## src/rtl/decode_stage.sv

```systemverilog
`timescale 1ns/1ps
// decode_stage: registered 16-bit instruction decoder feeding a 2-entry skid buffer.
// Define DECODE_ILLEGAL_TRAP_EN to add the illegal / err_sticky trap outputs.
module decode_stage #(
    parameter int DATA_W        = 16,
    parameter int SKID_EN_DEPTH = 2
) (
    input  logic              clk,
    input  logic              rst_n,
    input  logic              in_valid,
    output logic              in_ready,
    input  logic [15:0]       instr,
    input  logic              flush,
    output logic              out_valid,
    input  logic              out_ready,
    output logic [3:0]        alucode,
    output logic [3:0]        rdest,
    output logic [3:0]        rsrc,
    output logic [DATA_W-1:0] imm,
    output logic              use_imm,
    output logic              reg_we,
    output logic              mem_rd,
    output logic              mem_wr,
    output logic              is_branch,
    output logic              is_jump,
    output logic [3:0]        cond
`ifdef DECODE_ILLEGAL_TRAP_EN
    ,
    output logic              illegal,
    output logic              err_sticky
`endif
);

    localparam logic [1:0] ST_EMPTY = 2'd0;
    localparam logic [1:0] ST_ONE   = 2'd1;
    localparam logic [1:0] ST_TWO   = 2'd2;

    localparam logic [3:0] ALU_ADD    = 4'b0000;
    localparam logic [3:0] ALU_SUB    = 4'b0001;
    localparam logic [3:0] ALU_CMP    = 4'b0010;
    localparam logic [3:0] ALU_AND    = 4'b0011;
    localparam logic [3:0] ALU_OR     = 4'b0100;
    localparam logic [3:0] ALU_XOR    = 4'b0101;
    localparam logic [3:0] ALU_LSH    = 4'b0110;
    localparam logic [3:0] ALU_LUI    = 4'b0111;
    localparam logic [3:0] ALU_JUMP   = 4'b1000;
    localparam logic [3:0] ALU_BRANCH = 4'b1001;
    localparam logic [3:0] ALU_NONE   = 4'b1111;

    localparam logic [3:0] OP_RTYPE  = 4'h0;
    localparam logic [3:0] OP_MEMJ   = 4'h4;
    localparam logic [3:0] OP_LSHI   = 4'h8;
    localparam logic [3:0] OP_BRANCH = 4'hC;
    localparam logic [3:0] OP_LUI    = 4'hF;
    localparam logic [3:0] KEY_LSH   = 4'h4;
    localparam logic [3:0] EXT_LOAD  = 4'h0;
    localparam logic [3:0] EXT_STORE = 4'h4;
    localparam logic [3:0] EXT_JUMP  = 4'hC;

    typedef struct packed {
        logic [3:0]        alucode;
        logic [3:0]        rdest;
        logic [3:0]        rsrc;
        logic [3:0]        cond;
        logic [DATA_W-1:0] imm;
        logic              use_imm;
        logic              reg_we;
        logic              mem_rd;
        logic              mem_wr;
        logic              is_branch;
        logic              is_jump;
`ifdef DECODE_ILLEGAL_TRAP_EN
        logic              illegal;
`endif
    } bundle_t;

    localparam bundle_t BUNDLE_RST = '{alucode: ALU_NONE, default: '0};

    if (DATA_W < 16) begin : g_width_chk
        $error("decode_stage: DATA_W must be at least 16");
    end
    if (SKID_EN_DEPTH != 2) begin : g_depth_chk
        $error("decode_stage: only SKID_EN_DEPTH = 2 is supported");
    end

    logic [3:0] w_op;
    logic [3:0] w_ext;
    logic [7:0] w_imm8;
    logic [3:0] w_alu_key;
    logic [3:0] w_alu;
    logic       w_alu_cls;
    logic       w_alu_ok;
    logic       w_imm_form;
    bundle_t    w_dec;

    assign w_op   = instr[15:12];
    assign w_ext  = instr[7:4];
    assign w_imm8 = instr[7:0];

    // R-type selects the ALU function by ext; I-type reuses the same keys via the opcode.
    always_comb begin
        w_alu_cls  = 1'b1;
        w_imm_form = 1'b1;
        w_alu_key  = w_op;
        case (w_op)
            OP_RTYPE: begin
                w_alu_key  = w_ext;
                w_imm_form = 1'b0;
            end
            4'h1, 4'h2, 4'h3, 4'h5, 4'h9, 4'hB: begin
            end
            OP_LSHI: w_alu_key = KEY_LSH;
            default: w_alu_cls = 1'b0;
        endcase

        w_alu_ok = 1'b1;
        w_alu    = ALU_NONE;
        case (w_alu_key)
            4'h5:    w_alu = ALU_ADD;
            4'h9:    w_alu = ALU_SUB;
            4'hB:    w_alu = ALU_CMP;
            4'h1:    w_alu = ALU_AND;
            4'h2:    w_alu = ALU_OR;
            4'h3:    w_alu = ALU_XOR;
            KEY_LSH: w_alu = ALU_LSH;
            default: w_alu_ok = 1'b0;
        endcase
    end

    // NOTE: every combinational output starts from a full default, so no path can infer a latch.
    always_comb begin
        w_dec       = BUNDLE_RST;
        w_dec.rdest = instr[11:8];
        w_dec.rsrc  = instr[3:0];
        w_dec.cond  = instr[11:8];
        if (w_alu_cls && w_alu_ok) begin
            w_dec.alucode = w_alu;
            w_dec.reg_we  = (w_alu != ALU_CMP);
            w_dec.use_imm = w_imm_form;
            if (w_imm_form) begin
                if (w_alu == ALU_AND || w_alu == ALU_OR || w_alu == ALU_XOR)
                    w_dec.imm = DATA_W'(w_imm8);
                else
                    w_dec.imm = DATA_W'($signed(w_imm8));
            end
        end else begin
            case (w_op)
                OP_LUI: begin
                    w_dec.alucode = ALU_LUI;
                    w_dec.reg_we  = 1'b1;
                    w_dec.use_imm = 1'b1;
                    w_dec.imm     = DATA_W'({w_imm8, 8'h00});
                end
                OP_BRANCH: begin
                    w_dec.alucode   = ALU_BRANCH;
                    w_dec.is_branch = 1'b1;
                    w_dec.imm       = DATA_W'($signed(w_imm8));
                end
                OP_MEMJ: begin
                    case (w_ext)
                        EXT_JUMP: begin
                            w_dec.alucode = ALU_JUMP;
                            w_dec.is_jump = 1'b1;
                        end
                        EXT_LOAD: begin
                            w_dec.mem_rd = 1'b1;
                            w_dec.reg_we = 1'b1;
                        end
                        EXT_STORE: w_dec.mem_wr = 1'b1;
                        default: begin
`ifdef DECODE_ILLEGAL_TRAP_EN
                            w_dec.illegal = 1'b1;
`endif
                        end
                    endcase
                end
                default: begin
`ifdef DECODE_ILLEGAL_TRAP_EN
                    w_dec.illegal = 1'b1;
`endif
                end
            endcase
        end
    end

    logic [1:0] r_state;
    logic       r_in_ready;
    bundle_t    r_main;
    bundle_t    r_skid;
    logic [1:0] w_state_nxt;
    logic       w_accept;
    logic       w_pop;
    logic       w_load_main;
    logic       w_load_skid;
    logic       w_main_from_skid;

    assign w_accept = in_valid & r_in_ready;
    assign w_pop    = out_valid & out_ready;

    // in_ready is low in TWO, so an accept can only land in EMPTY or ONE.
    always_comb begin
        w_state_nxt      = r_state;
        w_load_main      = 1'b0;
        w_load_skid      = 1'b0;
        w_main_from_skid = 1'b0;
        case (r_state)
            ST_EMPTY: if (w_accept) begin
                w_state_nxt = ST_ONE;
                w_load_main = 1'b1;
            end
            ST_ONE: begin
                if (w_accept && w_pop) begin
                    w_load_main = 1'b1;
                end else if (w_accept) begin
                    w_state_nxt = ST_TWO;
                    w_load_skid = 1'b1;
                end else if (w_pop) begin
                    w_state_nxt = ST_EMPTY;
                end
            end
            ST_TWO: if (w_pop) begin
                w_state_nxt      = ST_ONE;
                w_load_main      = 1'b1;
                w_main_from_skid = 1'b1;
            end
            default: w_state_nxt = ST_EMPTY;
        endcase
        if (flush) begin
            w_state_nxt = ST_EMPTY;
            w_load_main = 1'b0;
            w_load_skid = 1'b0;
        end
    end

    // NOTE: both data registers are reset because the main register drives the outputs
    // directly and must show the idle bundle out of reset.
    always_ff @(posedge clk or negedge rst_n) begin
        if (!rst_n) begin
            r_state    <= ST_EMPTY;
            r_in_ready <= 1'b1;
            r_main     <= BUNDLE_RST;
            r_skid     <= BUNDLE_RST;
        end else begin
            // NOTE: non-blocking updates so every register samples pre-edge values.
            r_state    <= w_state_nxt;
            r_in_ready <= (w_state_nxt != ST_TWO);
            if (w_load_main) r_main <= w_main_from_skid ? r_skid : w_dec;
            if (w_load_skid) r_skid <= w_dec;
        end
    end

    assign in_ready  = r_in_ready;
    assign out_valid = (r_state != ST_EMPTY);
    assign alucode   = r_main.alucode;
    assign rdest     = r_main.rdest;
    assign rsrc      = r_main.rsrc;
    assign cond      = r_main.cond;
    assign imm       = r_main.imm;
    assign use_imm   = r_main.use_imm;
    assign reg_we    = r_main.reg_we;
    assign mem_rd    = r_main.mem_rd;
    assign mem_wr    = r_main.mem_wr;
    assign is_branch = r_main.is_branch;
    assign is_jump   = r_main.is_jump;

`ifdef DECODE_ILLEGAL_TRAP_EN
    logic r_err_sticky;

    always_ff @(posedge clk or negedge rst_n) begin
        if (!rst_n)
            r_err_sticky <= 1'b0;
        else if (w_pop && r_main.illegal)
            r_err_sticky <= 1'b1;
    end

    assign illegal    = r_main.illegal;
    assign err_sticky = r_err_sticky;
`endif

endmodule

```

## config.mk

```make
export PLATFORM = sky130hd
export DESIGN_NAME = decode_stage
export DESIGN_NICKNAME = d
export VERILOG_FILES = /design/src/rtl/decode_stage.sv
export SDC_FILE = /design/constraint.sdc
export NUM_CORES = 1
export LEC_CHECK = 0
export BUFFER_PORTS_ARGS = -buffer_cell sky130_fd_sc_hd__buf_4
export CAP_MARGIN = 5
export CELL_PAD_IN_SITES_DETAIL_PLACEMENT = 1
export CELL_PAD_IN_SITES_GLOBAL_PLACEMENT = 1
export CORE_MARGIN = 4
export CORE_UTILIZATION = 42
export DETAILED_ROUTE_END_ITERATION = 8
export PLACE_DENSITY_LB_ADDON = 0.1
export REMOVE_ABC_BUFFERS = 1
export SETUP_SLACK_MARGIN = 0.4
export SYNTH_ARGS = -nofsm -noshare
export SYNTH_HDL_FRONTEND = slang
export SYNTH_SLANG_ARGS = --single-unit
```

## constraint.sdc

```tcl
create_clock -name clk -period 2.2 [get_ports clk]
set_clock_uncertainty 0.2 [all_clocks]
set_input_delay 0.11 -clock clk [delete_from_list [all_inputs] [get_ports clk]]
set_output_delay 0.11 -clock clk [all_outputs]
set_load 0.005 [all_outputs]
```

==> flow_summary.yaml <==
clock_tree:
  cts.clk_slew.worst_paths_ps: 80
  htreeDepth: 3
  cts_buffer_depth: 2
  numClockSinks: 71
  cts_inserted_buffers: 9
  cts_tree: "done"
  clk-insertion-delay-late_ps: 360
  clockRootBuffer: "clkbuf_8"
sta:
  worstMarginPinSlew_ps: 520
  min_period_ps: 1880
  hold_viol: 0
  setup_viol: 0
  hold_ws_ps: 6.47
  maxSlewHeadroom: 0.653
  grt_setup_unrepaired: "true"
  finalWorstSetupSlack_ps: 318
  final.period_utilization: 0.855
  maxSlewViolCount: 0
  fmax_mhz: 531
run:
  drv_cap: 0
critical_path:
  r2r_cells: 5
  critPathMaxFanout: 6
  start_kind: "flop"
  r2r-end: "reg_we$_DFFE_PN0P_"
  rrSetupSlack_ps: 320
  end_kind: "flop"
  crit_slowest_cell: "dfrtp_1"
  cp_num_buf_inv: 1
  cp_num_cells: 5
  setup.worst_path.end: "reg_we$_DFFE_PN0P_"
  crit_chain: "and3b_2, o21ba_4, buf_12, and3_4, a221o_1"
  max_stage_delay_ps: 440
  cp_top_family: "compound AO/OA/AOI/OAI gates"
  cp_data_arrival_time_ps: 1920
  cp.required_ps: 2240
  startpoint: "r_state[0]$_DFF_PN0_"
  critPathKind: "reg -> reg"
  rr_startpoint: "r_state[0]$_DFF_PN0_"
drt:
  drtIter0Drc: 171
  dr.pass1.iters: 4
  viasPerCell: 5.59
  via_count: 3430
  ant_nets: 0
  drc: 0
  routedWlPerCell_microns: 19.5
  routed_wl_microns: 11900
min_path:
  worstHoldPathType: "in -> reg"
run_status:
  outcome: "complete, no violations"
logic_synthesis:
  synthCells: 424
  synth_cell_types: 50
  netlist_area_sq_um: 3590
  synth_top_flop_cell: "dfrtp_1"
  ys.warnings.count: 0
  avgSynthCellArea_sq_um: 8.46
  ys_ff_latch: 71
  ys_top_cells_by_area: "dfrtp_1 43%, nand2_1 10%, dfstp_2 6.6%"
  ys_seq_area_frac: 0.499
  synth.top_cell.area_share: 0.433
  synth_edf_count: 0
  yosys.area.top_type: "dfrtp_1"
  synth-async-reset-ratio: 1.00
power_and_ir_drop:
  pwr_density_cell_nw_per_um2: 792
  power_frac_comb: 0.241
  intPower_uw: 2700
  sw_frac_of_total: 0.303
  ir_drop_v: 0.000427
  power_frac_seq: 0.461
  p_sw_uw: 1170
  leakage_uw: 0.00220
  clkPwrFrac: 0.298
layout:
  n_fill_cell: 951
  diodes: 0
  final_net_count: 525
  drive_above_1_share: 0.310
  area_growth_pct: 36.5
  regArea_sq_um: 1790
  stdcell_count: 614
  multi_input_area_sq_um: 1750
  final_util: 0.593
die:
  die_h_microns: 100
  row_count: 33
  dieArea_sq_um: 10100
  die_w_microns: 100
  core_sq_um: 8260
  ioPinCount: 61
  initial_core_util: 0.434
place:
  placed_cells: 563
  post-dp-hpwl_microns: 6630
  preCtsSetupSlack_ps: 104
  place_congestion: 0.848
  port_buffers: 60
global_routing:
  grt_pass1_wl_microns: 17500
  grt_max_degree: 72
  grt_pass1_vias: 3489
  grt_usage: 0.220
  gr-total-overflow: 0
  antenna_found_initial: 0
==> how the worst min path moves through the flow <==
stage | start | end | slack [ps] | depth (start not counted)
floorplan | rst_n | imm[0]$_DFFE_PN0P_ | -390 | 0
global placement | rst_n | r_skid[23]$_DFFE_PN0P_ | -40 | 2
detailed placement | rst_n | r_skid[23]$_DFFE_PN0P_ | -50 | 2
CTS | instr[14] | r_skid[1]$_DFFE_PN0P_ | 20 | 3
global route | instr[6] | r_skid[0]$_DFFE_PN0P_ | 20 | 3
finish | instr[6] | r_skid[0]$_DFFE_PN0P_ | 6 | 3
==> cell usage after synthesis (3+ instances only) <==
library cell  instances
nand2_1              96
dfrtp_1              62
nor2_1               43
a21oi_1              35
o21ai_0              30
nand3_1              21
buf_2                19
a31oi_1              18
clkbuf_1             10
dfstp_2               9
or3_1                 8
buf_4                 6
inv_1                 5
nor3_1                5
nor4_1                5
and3_1                4
mux2i_1               3
nor2b_1               3
==> power groups by stage <==
| stage | Sequential [uW] | Clock [uW] | Combinational [uW] |
|---|---|---|---|
| after floorplan | 1760 | 0 | 347 |
| after global placement | 1770 | 0 | 738 |
| after detailed placement | 1790 | 0 | 767 |
| after CTS | 1760 | 1150 | 824 |
| after global routing | 1820 | 1230 | 1040 |
| final | 1790 | 1160 | 934 |
==> layout by cell type, fill, tap and decap left out, types with 5 or more instances in the layout <==
cell type      count
o21ai_0           23
a21oi_1           27
dlygate4sd3_1     16
inv_1              5
dfstp_2            9
dfrtp_1           61
a21oi_2            7
nand3_1           21
a31oi_1           18
nand2_1           94
buf_4             77
nor2_2             9
o21ai_1            5
or3_1              8
nor2_1            31
clkbuf_8          12
nor2_4             5
==> per-layer routing <==
layer | share of wire | vias to the layer above | GRT usage
li1 | - | 1609 | -
met1 | 0.42 | 1708 | 0.278
met2 | 0.51 | 93 | 0.384
met3 | 0.043 | 20 | 0.0320
met4 | 0.026 | 0 | 0.0808
met5 | 0 | - | 0
==> metrics by stage <==
| step | power, uW | TNS, ps | cell area [sq um] |
|---|---|---|---|
| floorplan | 2110 | -13860 | 3390 |
| global placement | 2510 | 0 | 4080 |
| detailed placement | 2550 | 0 | 4080 |
| CTS | 3740 | 0 | 4570 |
| global route | 4090 | 0 | 4890 |
| finish | 3880 | 0 | 4890 |
==> cell type report <==
type	count	area share
Timing Repair Buffer	106	0.201
Tap cell	105	0.0268
Sequential cell	71	0.366
Clock buffer	12	0.0338
Clock inverter	4	0.0107
Multi-Input combinational cell	311	0.358
Inverter	5	0.00384
==> kinds of logic (layout without fill, tap and decap cells) <==
logic type | Yosys count | in the layout | share of synthesized area
and+or+nand+nor | 202 | 202 | 0.255
AOI/OAI and AO/OA | 101 | 101 | 0.164
DFF | 71 | 71 | 0.499
buffers and inverters | 42 | 127 | 0.0611
muxes | 5 | 5 | 0.0147
xor gates and xnor gates | 3 | 3 | 0.00733
==> tightest hold or removal path, delay by kind of cell <==
kind | cells | cell delay, ps
buffers and inverters | 1 | 150
and+or+nand+nor | 1 | 150
AOI/OAI and AO/OA | 1 | 90
==> flip-flops by register name, summed over array words and instances (netlist names) <==
name / cells
r_skid: 34
imm: 16
alucode: 4
rdest: 4
rsrc: 4
r_state: 2
in_ready: 1
is_branch: 1
is_jump: 1
mem_rd: 1
mem_wr: 1
reg_we: 1
use_imm: 1
==> timing repair <==
| item | in CTS | in global routing |
|---|---|---|
| gates cloned | 1 | 4 |
| hold buffers | 16 | 0 |
| pin swaps | 3 | 7 |
| setup buffers | 5 | 9 |
| gates resized for setup | 14 | 48 |
| setup endpoints to repair | 50 | 67 |
| hold endpoints to repair | 121 | 0 |
Power figures use the tool's default switching activity.
